## src/rtl/debounce_pulsadores_pkg.sv

```systemverilog
// Shared constants for the pushbutton front-end of the ALU loader.
// Channel map ties each button to the loader strobe it drives.
package debounce_pulsadores_pkg;
    localparam int N_BTN_DEF      = 3;
    localparam int DEB_CYCLES_DEF = 1000000;
    localparam int DEB_CYCLES_SIM = 4;

    localparam int BTN_NR1 = 0;
    localparam int BTN_NR2 = 1;
    localparam int BTN_OP  = 2;
endpackage

```

## src/rtl/debounce_pulsadores_if.sv

```systemverilog
// Button bundle between the board pins and the loader strobes.
// master drives raw levels; slave returns debounced level and pulse.
interface debounce_pulsadores_if
    import debounce_pulsadores_pkg::*;
#(
    parameter int N_BTN = N_BTN_DEF
);
    logic [N_BTN-1:0] btn_raw;
    logic [N_BTN-1:0] btn_pulse;
    logic [N_BTN-1:0] btn_level;

    modport master (
        output btn_raw,
        input  btn_pulse,
        input  btn_level
    );

    modport slave (
        input  btn_raw,
        output btn_pulse,
        output btn_level
    );
endinterface

```

## src/rtl/debounce_pulsadores_bit.sv

```systemverilog
// One button channel: 2-flop sync, stability counter, level and
// single-cycle press pulse registered on the same edge.
module debounce_bit #(
    parameter int DEB_CYCLES = 4
) (
    input  logic clk,
    input  logic reset,
    input  logic btn_raw,
    output logic btn_pulse,
    output logic btn_level
);
    localparam int CNT_W =
        (DEB_CYCLES > 1) ? $clog2(DEB_CYCLES) : 1;
    localparam logic [CNT_W-1:0] CNT_MAX =
        CNT_W'(DEB_CYCLES - 1);
    localparam logic [CNT_W-1:0] CNT_ONE = CNT_W'(1);

    logic             s1;
    logic             s2;
    logic [CNT_W-1:0] cnt;

    always_ff @(posedge clk or negedge reset) begin
        if (!reset) begin
            s1        <= 1'b0;
            s2        <= 1'b0;
            cnt       <= '0;
            btn_level <= 1'b0;
            btn_pulse <= 1'b0;
        end else begin
            s1        <= btn_raw;
            s2        <= s1;
            btn_pulse <= 1'b0;
            if (s2 == btn_level) begin
                cnt <= '0;
            end else if (cnt != CNT_MAX) begin
                cnt <= cnt + CNT_ONE;
            end else begin
                // accepted change; only a rising edge pulses
                cnt       <= '0;
                btn_level <= s2;
                btn_pulse <= s2;
            end
        end
    end
endmodule

```

## src/rtl/debounce_pulsadores.sv

```systemverilog
// Pushbutton conditioning: N_BTN independent debounce channels.
// Pulses feed the loader p1/p2/p3 strobes directly.
module debounce_pulsadores
    import debounce_pulsadores_pkg::*;
#(
    parameter int N_BTN      = N_BTN_DEF,
    parameter int DEB_CYCLES = DEB_CYCLES_DEF
) (
    input  logic                 clk,
    input  logic                 reset,
    debounce_pulsadores_if.slave bus
);
    logic [N_BTN-1:0] pulse_w;
    logic [N_BTN-1:0] level_w;

    for (genvar i = 0; i < N_BTN; i++) begin : g_ch
        debounce_bit #(
            .DEB_CYCLES (DEB_CYCLES)
        ) u_bit (
            .clk       (clk),
            .reset     (reset),
            .btn_raw   (bus.btn_raw[i]),
            .btn_pulse (pulse_w[i]),
            .btn_level (level_w[i])
        );
    end

    assign bus.btn_pulse = pulse_w;
    assign bus.btn_level = level_w;
endmodule

```

## src/flat_wrapper.sv

```systemverilog
// flat-port wrapper written by rule: the top's interface ports become plain ports
module debounce_pulsadores_flat import debounce_pulsadores_pkg::*;
#(
    parameter int N_BTN      = N_BTN_DEF,
    parameter int DEB_CYCLES = DEB_CYCLES_DEF
)
  (clk, reset, bus_btn_raw, bus_btn_pulse, bus_btn_level);
  debounce_pulsadores_if #(.N_BTN(N_BTN)) bus_i ();
  input  logic clk;
  input  logic reset;
  input wire logic [$bits(bus_i.btn_raw)-1:0] bus_btn_raw;
  output wire logic [$bits(bus_i.btn_pulse)-1:0] bus_btn_pulse;
  output wire logic [$bits(bus_i.btn_level)-1:0] bus_btn_level;
  assign bus_i.btn_raw = bus_btn_raw;
  assign bus_btn_pulse = bus_i.btn_pulse;
  assign bus_btn_level = bus_i.btn_level;
  debounce_pulsadores #(.N_BTN(N_BTN), .DEB_CYCLES(DEB_CYCLES)) u_core (.clk(clk), .reset(reset), .bus(bus_i));
endmodule
```

## config.mk

```make
export PLATFORM = sky130hd
export DESIGN_NAME = debounce_pulsadores_flat
export DESIGN_NICKNAME = d
export VERILOG_FILES = /design/src/rtl/debounce_pulsadores_pkg.sv /design/src/rtl/debounce_pulsadores_if.sv /design/src/rtl/debounce_pulsadores_bit.sv /design/src/rtl/debounce_pulsadores.sv /design/src/flat_wrapper.sv
export SDC_FILE = /design/constraint.sdc
export NUM_CORES = 1
export LEC_CHECK = 0
export BUFFER_PORTS_ARGS = -buffer_cell sky130_fd_sc_hd__buf_2
export CAP_MARGIN = 10
export CORE_ASPECT_RATIO = 0.75
export CORE_MARGIN = 10
export CORE_UTILIZATION = 66
export DETAILED_ROUTE_END_ITERATION = 10
export GPL_ROUTABILITY_DRIVEN = 1
export PLACE_DENSITY = 0.84
export SETUP_SLACK_MARGIN = 0.05
export SLEW_MARGIN = 20
export SYNTH_ARGS = -nofsm -noshare
export SYNTH_HDL_FRONTEND = slang
export SYNTH_HIERARCHICAL = 1
export SYNTH_SLANG_ARGS = --single-unit
```

## constraint.sdc

```tcl
create_clock -name clk -period 4.65 [get_ports clk]
set_input_delay 0.2325 -clock clk [delete_from_list [all_inputs] [get_ports clk]]
set_output_delay 0.2325 -clock clk [all_outputs]
set_load 0.05 [all_outputs]
```

==> impl_results.md <==
- Global route overflow: 0
- Worst Path Required: roughly 4.9 ns
- Startpoint types: register
- Via density: about 6.0
- Num CTS Buffers: 9
- Synth Instances: between 300 and 400
- Worst relative slew slack: 0.420
- Htree depth: 3
- CORE AREA: ~5000 sq um
- CP bufs+invs: 0
- Worst-Margin Slew: about 0.87 ns
- CP delay by family, top: simple AND/OR/NAND/NOR gates
- Leading cell type in the layout, fill and taps excluded: dfrtp_1
- Die Wd: 103 microns
- Crit-path cells: ha_1 -> nand2_1 -> or4_1 -> or3_2 -> a21oi_1
- Gpl congestion: approximately 0.84
- CTS clk-pin slew, worst paths: roughly 0.080 ns
- Status: finished clean
- Most frequent cells in the layout: 72 x dfrtp_1, 45 x nor2_1, 24 x nand3_1, 24 x a21oi_1
- Pin count of the biggest net entering global routing: between 70 and 80
- Setup TNS: 0 ns
- Unrepaired setup endpoints after global routing: false
- Routed wire length: ~6700 microns
- Max VDD drop: between 0.0002 and 0.00025 V
- Tcrit/Tclk final: 0.493
- Hold Vio Cnt, Final: 0
- Critical path's slowest cell: or4_1
- CP Capture Type: register
- Synth Warn #: 6
- Nets@finish: around 370
- Die area: around 8500 sq um
- Layout cells sized above 1: 0.139
- Remaining antenna violation count after routing: 0
- Sequential share of the synthesized area: 0.529
- Post-Syn Area: 3410 sq um
- Crit path largest cell delay: ~0.7 ns
- IO buf count: 10
- Starting Density: 0.688
- Worst hold path class: input pin to async pin
- Detailed Route Iter0 Violations: 84
- First-pass DRT Iterations: 4
- WP data arrival: 2.55 ns
- Area growth, synth to finish: 10.0%
- Period minus WS final: roughly 2.3 ns
- Clock Sinks: 72
- TritonCTS clock tree: yes
- Cell Pwr Density: ~320 nW/um^2
- Post-CTS setup buffer count: 0
- CTS Buffer Depth: 2
- Global Route Usage Sum: 0.175
- Crit path max fanout: 8
- I/O pin count: 11
- Initial antenna violation count: 0
- # DRC: 0
- Final Max Tran Viols: 0
- Wire per inst: ~16 microns
- Row Count: 22
- Setup Viol. Count Final: 0
- First-pass GRT wire length: ~12000 microns
- Syn_nets: about 360
- Syn avg cell area: around 9.8 sq um
- Yosys cell types: 27
- WS Path Type: register to register
- Yosys reg bits: 72
- Vias in the first global route: 2488
- Pleak: roughly 1.5 nW
- Cts hold-fix bufs: 3
- Root Buffer: clkbuf_8
- DP Wirelength: 4440 microns
- Max-cap check violation count: 0
- Max frequency: between 400 and 500 MHz
- DR vias: 2549
- Post-CTS resize count: 0
- Final core utilization: 0.757
- Worst-Skew Late Latency: ~0.34 ns
- Clock skew: between 0.007 and 0.008 ns
- Die H: around 80 microns
- Number of diodes: 0
-- power breakdown --
part           switching (mW)  internal, mW  leakage, nW
Clock                   0.226         0.292        0.109
Combinational          0.0275        0.0121        0.436
Sequential             0.0105         0.635        0.985
-- cells by family (layout without fill, tap and decap cells) --
group,count (synthesis),in the layout,synth area share
mux,3,3,0.00991
simple gates,153,153,0.247
buf+inv,33,51,0.0374
compound gates,51,51,0.0815
fa+ha+maj,3,3,0.0110
flops,72,72,0.529
xor+xnor,33,33,0.0848
-- worst paths after layout --
| kind | cells after the start | startpoint | slack (ns) | to |
|---|---|---|---|---|
| worst min-delay path | 2 | reset | 0.07 | u_core/g_ch[1].u_bit/cnt[2] |
| worst max-delay path | 5 | u_core/g_ch[0].u_bit/cnt[1] | 2.36 | u_core/g_ch[0].u_bit/cnt[14] |
| min in group clk | 0 | u_core/g_ch[1].u_bit/s1 | 0.35 | u_core/g_ch[1].u_bit/s2 |
| worst max register to register | 5 | u_core/g_ch[0].u_bit/cnt[1] | 2.36 | u_core/g_ch[0].u_bit/cnt[14] |
| worst min register to register | 0 | u_core/g_ch[1].u_bit/s1 | 0.35 | u_core/g_ch[1].u_bit/s2 |
| max in group asynchronous | 2 | reset | 3.99 | u_core/g_ch[2].u_bit/cnt[10] |
-- cell type report --
class,count,area [sq um]
fillers,347,1200
inverters,18,67.6
clock inverters,4,51.3
multi-input cells,243,1480
repair buffers,17,110
flip-flops and latches,72,1800
well taps,60,75.1
clock buffers,12,165
-- cell usage after synthesis --
library cell  number  area [sq um]
nor4bb_1           3          30.0
ha_1               3          37.5
mux2_2             3          33.8
nor4_1             6          37.5
nor3_1             6          30.0
and3b_1            3          26.3
nor2_1            45           169
buf_2              3          15.0
and3_1             3          18.8
o21ai_0           18          90.1
xnor2_1           18           158
or4_1             15           113
nand3_2            3          30.0
or2_2              3          18.8
nand4_1            9          56.3
or3_2              9          67.6
nand3_1           24           120
inv_1             18          67.6
nand2_1           12          45.0
and2_1             3          18.8
dfrtp_1           72          1800
a21oi_1           24           120
xor2_1            15           131
clkbuf_1          12          45.0
or3_1              6          37.5
and3_2             3          22.5
o31ai_1            9          67.6
-- registers in the layout (all words and copies together) (netlist names) --
signal	flops
u_core/g_ch.u_bit/cnt	60
u_core/g_ch.u_bit/btn_level	3
u_core/g_ch.u_bit/btn_pulse	3
u_core/g_ch.u_bit/s1	3
u_core/g_ch.u_bit/s2	3
-- metal layers --
metal	track usage	routed length [microns]	up-vias
li1	-	-	1244
met1	0.235	3190	1226
met2	0.260	3060	68
met3	0.0498	313	11
met4	0.0776	92	0
met5	0	0	-
-- worst reg2reg max path, delay by kind of cell (launching register included) --
kind,cells,cell delay (ns)
simple gates,3,1.32
flops,1,0.43
fa+ha+maj,1,0.29
compound gates,1,0.18
-- through the flow --
step                std cells  total power [mW]  cell area, sq um  hold WS [ns]  setup slack [ns]
floorplan                 348             0.672              3410       -0.0631              2.67
global placement          407             0.693              3500         0.333              2.61
finish                    426              1.20              3750        0.0716              2.36
CTS                       426              1.21              3750         0.109              2.39
global route              426              1.25              3750         0.157              2.24
detailed placement        407             0.695              3500         0.335              2.45
(Power assumes the default switching activity.)
